## src/rtl/pipeline_pkg.sv

```systemverilog
// Shared types for the RV32I pipeline control: forwarding selects,
// result-source encodings and the hazard sequencer state.
package pipeline_pkg;

    typedef enum logic [1:0] {
        FWD_NONE = 2'b00,
        FWD_WB   = 2'b01,
        FWD_MEM  = 2'b10
    } fwd_sel_e;

    localparam logic [1:0] RESULT_SRC_LOAD = 2'b01;

    typedef enum logic {
        RUN      = 1'b0,
        MEM_WAIT = 1'b1
    } hz_state_e;

endpackage

```

## src/rtl/fwd_unit.sv

```systemverilog
// EX-stage forwarding select for one ALU operand.
// The MEM-stage result is younger than the WB-stage result, so it wins.
// x0 is hard-wired zero and is never forwarded.
module fwd_unit
    import pipeline_pkg::*;
(
    input  logic [4:0] rs,
    input  logic [4:0] rd_mem,
    input  logic [4:0] rd_wb,
    input  logic       reg_write_mem,
    input  logic       reg_write_wb,
    output fwd_sel_e   sel
);

    // Priority select: MEM first, then WB, otherwise the register file value.
    always_comb begin
        sel = FWD_NONE;
        if (reg_write_mem && (rd_mem != 5'd0) && (rd_mem == rs)) begin
            sel = FWD_MEM;
        end else if (reg_write_wb && (rd_wb != 5'd0) && (rd_wb == rs)) begin
            sel = FWD_WB;
        end
    end

endmodule

```

## src/rtl/hazard_ctrl.sv

```systemverilog
// Central pipeline sequencer for the 5-stage RV32I core.
// Produces stall/flush controls for the pipeline registers, EX-stage
// forwarding selects, freezes the pipe during a slow data-memory access
// (with a timeout that aborts the access) and counts stalled cycles.
//
// Handshake with data memory: a request is presented while i_mem_req_MEM is
// high; the access completes in any cycle where i_mem_ready is high. Until
// then the whole pipe is held and a bubble is pushed into MEM/WB. The hold
// releases in the same cycle ready is seen.
module hazard_ctrl
    import pipeline_pkg::*;
#(
    parameter int MEM_TIMEOUT = 16,
    parameter int CNT_W       = 16
) (
    input  logic             i_clk,
    input  logic             i_rst_n,
    input  logic [4:0]       i_rs1_ID,
    input  logic [4:0]       i_rs2_ID,
    input  logic [4:0]       i_rs1_EX,
    input  logic [4:0]       i_rs2_EX,
    input  logic [4:0]       i_rd_EX,
    input  logic [4:0]       i_rd_MEM,
    input  logic [4:0]       i_rd_WB,
    input  logic [1:0]       i_result_src_EX,
    input  logic             i_reg_write_MEM,
    input  logic             i_reg_write_WB,
    input  logic             i_pc_src_EX,
    input  logic             i_mem_req_MEM,
    input  logic             i_mem_ready,
    output logic             o_stall_IF,
    output logic             o_stall_ID,
    output logic             o_stall_EX,
    output logic             o_stall_MEM,
    output logic             o_flush_ID,
    output logic             o_flush_EX,
    output logic             o_flush_WB,
    output fwd_sel_e         o_fwd_a_EX,
    output fwd_sel_e         o_fwd_b_EX,
    output logic             o_mem_err,
    output logic [CNT_W-1:0] o_stall_cnt,
    output hz_state_e        o_dbg_state
);

    localparam int WAIT_W = (MEM_TIMEOUT > 2) ? $clog2(MEM_TIMEOUT) : 1;
    localparam logic [WAIT_W-1:0] WAIT_LAST = WAIT_W'(MEM_TIMEOUT - 1);

    hz_state_e         state;
    logic [WAIT_W-1:0] wait_cnt;
    logic              lw_stall;
    logic              mem_hold;
    logic              timeout;
    logic              hold;
    logic              stall_fe;
    logic              flush_id_c;
    logic              flush_ex_c;

    fwd_unit u_fwd_a (
        .rs            (i_rs1_EX),
        .rd_mem        (i_rd_MEM),
        .rd_wb         (i_rd_WB),
        .reg_write_mem (i_reg_write_MEM),
        .reg_write_wb  (i_reg_write_WB),
        .sel           (o_fwd_a_EX)
    );

    fwd_unit u_fwd_b (
        .rs            (i_rs2_EX),
        .rd_mem        (i_rd_MEM),
        .rd_wb         (i_rd_WB),
        .reg_write_mem (i_reg_write_MEM),
        .reg_write_wb  (i_reg_write_WB),
        .sel           (o_fwd_b_EX)
    );

    // Hazard decode: load-use, memory hold, timeout and the resulting controls.
    always_comb begin
        lw_stall   = (i_result_src_EX == RESULT_SRC_LOAD) && (i_rd_EX != 5'd0) &&
                     ((i_rd_EX == i_rs1_ID) || (i_rd_EX == i_rs2_ID));
        mem_hold   = i_mem_req_MEM && !i_mem_ready;
        timeout    = (state == MEM_WAIT) && !i_mem_ready && (wait_cnt == WAIT_LAST);
        hold       = ((state == RUN) && mem_hold) ||
                     ((state == MEM_WAIT) && !i_mem_ready && !timeout);
        stall_fe   = 1'b0;
        flush_id_c = 1'b0;
        flush_ex_c = 1'b0;
        if (hold) begin
            stall_fe = 1'b1;
        end else if (!timeout) begin
            stall_fe   = lw_stall;
            flush_ex_c = lw_stall || i_pc_src_EX;
            flush_id_c = i_pc_src_EX;
        end
    end

    // Controls are forced low while reset is asserted, independent of inputs.
    assign o_stall_IF  = i_rst_n && stall_fe;
    assign o_stall_ID  = i_rst_n && stall_fe;
    assign o_stall_EX  = i_rst_n && hold;
    assign o_stall_MEM = i_rst_n && hold;
    assign o_flush_WB  = i_rst_n && hold;
    assign o_flush_ID  = i_rst_n && flush_id_c;
    assign o_flush_EX  = i_rst_n && flush_ex_c;
    assign o_mem_err   = i_rst_n && timeout;
    assign o_dbg_state = state;

    // Memory-wait FSM and its wait-cycle counter.
    always_ff @(posedge i_clk or negedge i_rst_n) begin
        if (!i_rst_n) begin
            state    <= RUN;
            wait_cnt <= '0;
        end else begin
            case (state)
                RUN: begin
                    if (mem_hold) begin
                        state    <= MEM_WAIT;
                        wait_cnt <= WAIT_W'(1);
                    end
                end
                MEM_WAIT: begin
                    if (i_mem_ready || timeout) begin
                        state    <= RUN;
                        wait_cnt <= '0;
                    end else begin
                        wait_cnt <= wait_cnt + 1'b1;
                    end
                end
                default: begin
                    state    <= RUN;
                    wait_cnt <= '0;
                end
            endcase
        end
    end

    // Saturating count of cycles in which the front end was held.
    always_ff @(posedge i_clk or negedge i_rst_n) begin
        if (!i_rst_n) begin
            o_stall_cnt <= '0;
        end else if (o_stall_IF && (o_stall_cnt != {CNT_W{1'b1}})) begin
            o_stall_cnt <= o_stall_cnt + 1'b1;
        end
    end

    // A single EX instruction cannot be both a load and a taken branch.
    a_lw_pc_excl : assert property (@(posedge i_clk) disable iff (!i_rst_n)
                                    !(lw_stall && i_pc_src_EX));

endmodule

```

## config.mk

```make
export PLATFORM = sky130hd
export DESIGN_NAME = hazard_ctrl
export DESIGN_NICKNAME = d
export VERILOG_FILES = /design/src/rtl/pipeline_pkg.sv /design/src/rtl/fwd_unit.sv /design/src/rtl/hazard_ctrl.sv
export SDC_FILE = /design/constraint.sdc
export NUM_CORES = 1
export LEC_CHECK = 0
export CORE_ASPECT_RATIO = 0.75
export CORE_MARGIN = 3
export CORE_UTILIZATION = 45
export CTS_CLUSTER_SIZE = 28
export DETAILED_ROUTE_END_ITERATION = 16
export PLACE_DENSITY = 0.87
export SLEW_MARGIN = 0
export SYNTH_ARGS = -nofsm -noshare
export SYNTH_HDL_FRONTEND = slang
export SYNTH_SLANG_ARGS = --single-unit
```

## constraint.sdc

```tcl
create_clock -name i_clk -period 3.2 [get_ports i_clk]
set_input_delay 0.32 -clock i_clk [delete_from_list [all_inputs] [get_ports i_clk]]
set_output_delay 0.32 -clock i_clk [all_outputs]
set_load 0.01 [all_outputs]
```

==> run_results.csv <==
group,metric,value,unit
grt,grt_max_degree,23,
detailed_routing,drtPass1Iterations,4,
die,start_util,0.5010,
layout,fin_nets,281,
sta,rsz0062_at_grt,"no",
worst_setup_path,slowest_delay,0.58,ns
worst_hold_path,hold_depth,1,
detailed_routing,drc,0,
die,die_h,57.10,µm
synthesis,async_flop_share,1.000,
clock_tree,cts_max_level,1,
worst_setup_path,crit_path_cell_trace,"clkdlybuf4s50_1 -> or4_1 -> o21ai_0 -> nor4_1 -> nor4_1 -> clkdlybuf4s50_1",
clock_tree,ctsHoldBuffers,0,
clock_tree,cts_sinks,21,
power_and_ir_drop,internal_power,568.9,µW
power_and_ir_drop,pwr-share-clk,0.209,
worst_setup_path,path_max_fanout,3,
die,die_area,0.004232,mm²
clock_tree,clockBufferDepth,2,
grt,antenna_found_initial,0,
power_and_ir_drop,power_frac_comb,0.364,
detailed_routing,post_drt_wl_per_cell,15.51,µm
layout,fin_cells,272,
power_and_ir_drop,p_seq_frac,0.428,
layout,drive_above_1_share,0.09829,
die,io_pins,73,
grt,grt_pass1_wl,6.865,mm
layout,synthToLayoutAreaGrowth,50.56,%
synthesis,syn-instance-count,161,
sta,setup_viol,0,
detailed_routing,viasPerCell,5.165,
synthesis,ys_seq_area_frac,0.3355,
die,die_x,74.13,µm
clock_tree,postCtsSetupBuffers,0,
worst_setup_path,startpoint_type,"input port",
synthesis,syn_area,0.001567,mm²
sta,fin_tns_setup,0,ns
clock_tree,post_cts_resized,0,
grt,grt_pass1_vias,1374,
power_and_ir_drop,switching_power,269.3,µW
worst_setup_path,crit_type,"in2out",
worst_setup_path,worst_path_max_delay_cell,"clkdlybuf4s50_1",
synthesis,syn_avg_cell_area,9.730,µm²
placed_design,globalplace.congestion,0.8879,
sta,hold_viol_final,0,
power_and_ir_drop,ir_worst_vdd,0.5774,mV
detailed_routing,vias,1405,
clock_tree,path_clk_slew,0.08,ns
synthesis,synth_seq_cells,21,
status,status,"finished clean",
clock_tree,clk_latency,0.26,ns
run,drv_cap,0,
sta,drv_slew,0,
clock_tree,cts-root-buf,"clkbuf_8",
worst_setup_path,required,2.88,ns
grt,track_usage,0.2085,
power_and_ir_drop,p_per_area,355.4,mW/mm²
sta,period_share,0.8978,
placed_design,dp_cells,268,
sta,clock_skew,0.003903,ns
synthesis,synth_edf_count,0,
power_and_ir_drop,p_leak,0.0009500,µW
grt,grt-ovfl-total,0,
clock_tree,cts_tree,"done",
die,num_rows,17,
worst_setup_path,reg2reg_depth,6,
synthesis,syn_nets,207,
placed_design,portBuffers,72,
die,coreArea,0.003127,mm²
synthesis,ys_warn_count,0,
sta,fin_crit,2.873,ns
placed_design,dp_hpwl,3.483,mm
detailed_routing,ant_nets,0,
detailed_routing,routed_wl,4.220,mm
layout,antenna_cells,0,
detailed_routing,drt_iter0_markers,72,
worst_setup_path,end_kind,"primary output",
synthesis,ys_types,43,
sta,relSlewSlack,0.4694,
power_and_ir_drop,p_sw_frac,0.3213,
worst_setup_path,critical_path_arrival,2.55,ns
sta,max_freq,348.1,MHz
sta,worstMarginPinSlew,0.7836,ns
synthesis,synth_ff_type,"dfrtp_1",
clock_tree,cts_buffers,3,
worst_hold_path,hp-class,"reg2reg",
## metrics by stage
step                      hold WS [ns]  power, µW  cell area (µm²)    util  worst slack, ns
after global routing            0.5433      885.3             2359  0.7543           0.2283
after global placement          0.4825      656.3             2312  0.7395           0.3665
final                           0.5101      838.1             2359  0.7543           0.3271
after floorplan                0.02441      486.6             1567       -            1.117
after CTS                       0.5130      843.2             2359  0.7543           0.3225
after detailed placement        0.4978      667.8             2312  0.7395           0.3301
## final cells by class
class	instances	area, µm²
repair buffers	73	728.2
flip-flops and latches	21	525.5
clock inverters	1	5.005
well taps	38	47.55
inverters	5	18.77
fillers	230	768.2
multi-input cells	131	992.2
clock buffers	3	41.29
## cells in the mapped netlist (2+ instances only)
cell type,n,share of area
and3_1,2,0.0080
nand4_1,2,0.0080
buf_4,4,0.019
xor2_1,26,0.15
nor3_2,3,0.019
nor4_1,4,0.016
inv_1,5,0.012
or4_1,4,0.019
xnor2_1,19,0.11
ha_1,2,0.016
nor3_1,3,0.0096
nor4b_2,2,0.019
nand3_1,10,0.032
nor2_1,12,0.029
dfrtp_1,21,0.34
o21ai_0,4,0.013
nor2b_1,3,0.012
nand2_1,9,0.022
o32ai_1,2,0.011
## registers in the layout (all words and copies together), names as in the netlist
register     cells
o_dbg_state      1
o_stall_cnt     16
wait_cnt         4
## placed cells by master, fill, tap and decap left out, types with 2 or more instances in the layout
cell type,n
clkdlybuf4s50_1,72
xor2_1,26
dfrtp_1,21
xnor2_1,19
nor2_1,12
nand3_1,10
nand2_1,9
inv_1,5
or4_1,4
o21ai_0,4
nor4_1,4
nor2b_1,3
nor3_2,3
nor3_1,3
clkbuf_8,3
and3_1,2
nand4_1,2
o32ai_1,2
nor4b_2,2
ha_1,2
## cell families (layout without fill, tap and decap cells)
logic type | count (synthesis) | count (layout) | synth area share
AOI/OAI and AO/OA | 18 | 18 | 0.1038
xor gates and xnor gates | 45 | 45 | 0.2516
adders and majority gates | 2 | 2 | 0.01597
buffers and inverters | 9 | 82 | 0.03115
DFF | 21 | 21 | 0.3355
muxes | 2 | 2 | 0.01677
and+or+nand+nor | 64 | 64 | 0.2452
## layer usage
layer	routed length [µm]	track usage	up-vias
met1	2074	0.3076	665
met5	0	0	-
met3	169	0.05282	2
met2	1968	0.3182	28
li1	-	-	710
met4	8	0.02067	0
## power by group through the flow
stage	Clock [µW]	Combinational (µW)	Sequential, µW
3_5_place_dp	0	306	361
4_1_cts	179	307	357
5_1_grt	190	329	366
6_report	175	305	358
2_1_floorplan	0	119	368
3_3_place_gp	0	297	360
## critical path, delay by kind of cell
kind	cells	cell delay (ns)
and+or+nand+nor	3	0.94
buffers and inverters	2	1.05
AOI/OAI and AO/OA	1	0.24
## final timing paths
kind                                start              end  slack (ns)
max in group asynchronous         i_rst_n   o_stall_cnt[4]        2.46
min in group asynchronous         i_rst_n  o_stall_cnt[14]        0.52
hold / removal             o_stall_cnt[8]   o_stall_cnt[8]        0.51
setup reg to reg              wait_cnt[0]   o_stall_cnt[1]        0.78
hold reg to reg            o_stall_cnt[8]   o_stall_cnt[8]        0.51
setup / recovery              i_rd_MEM[0]    o_fwd_a_EX[0]        0.33
Power figures use the tool's default switching activity.
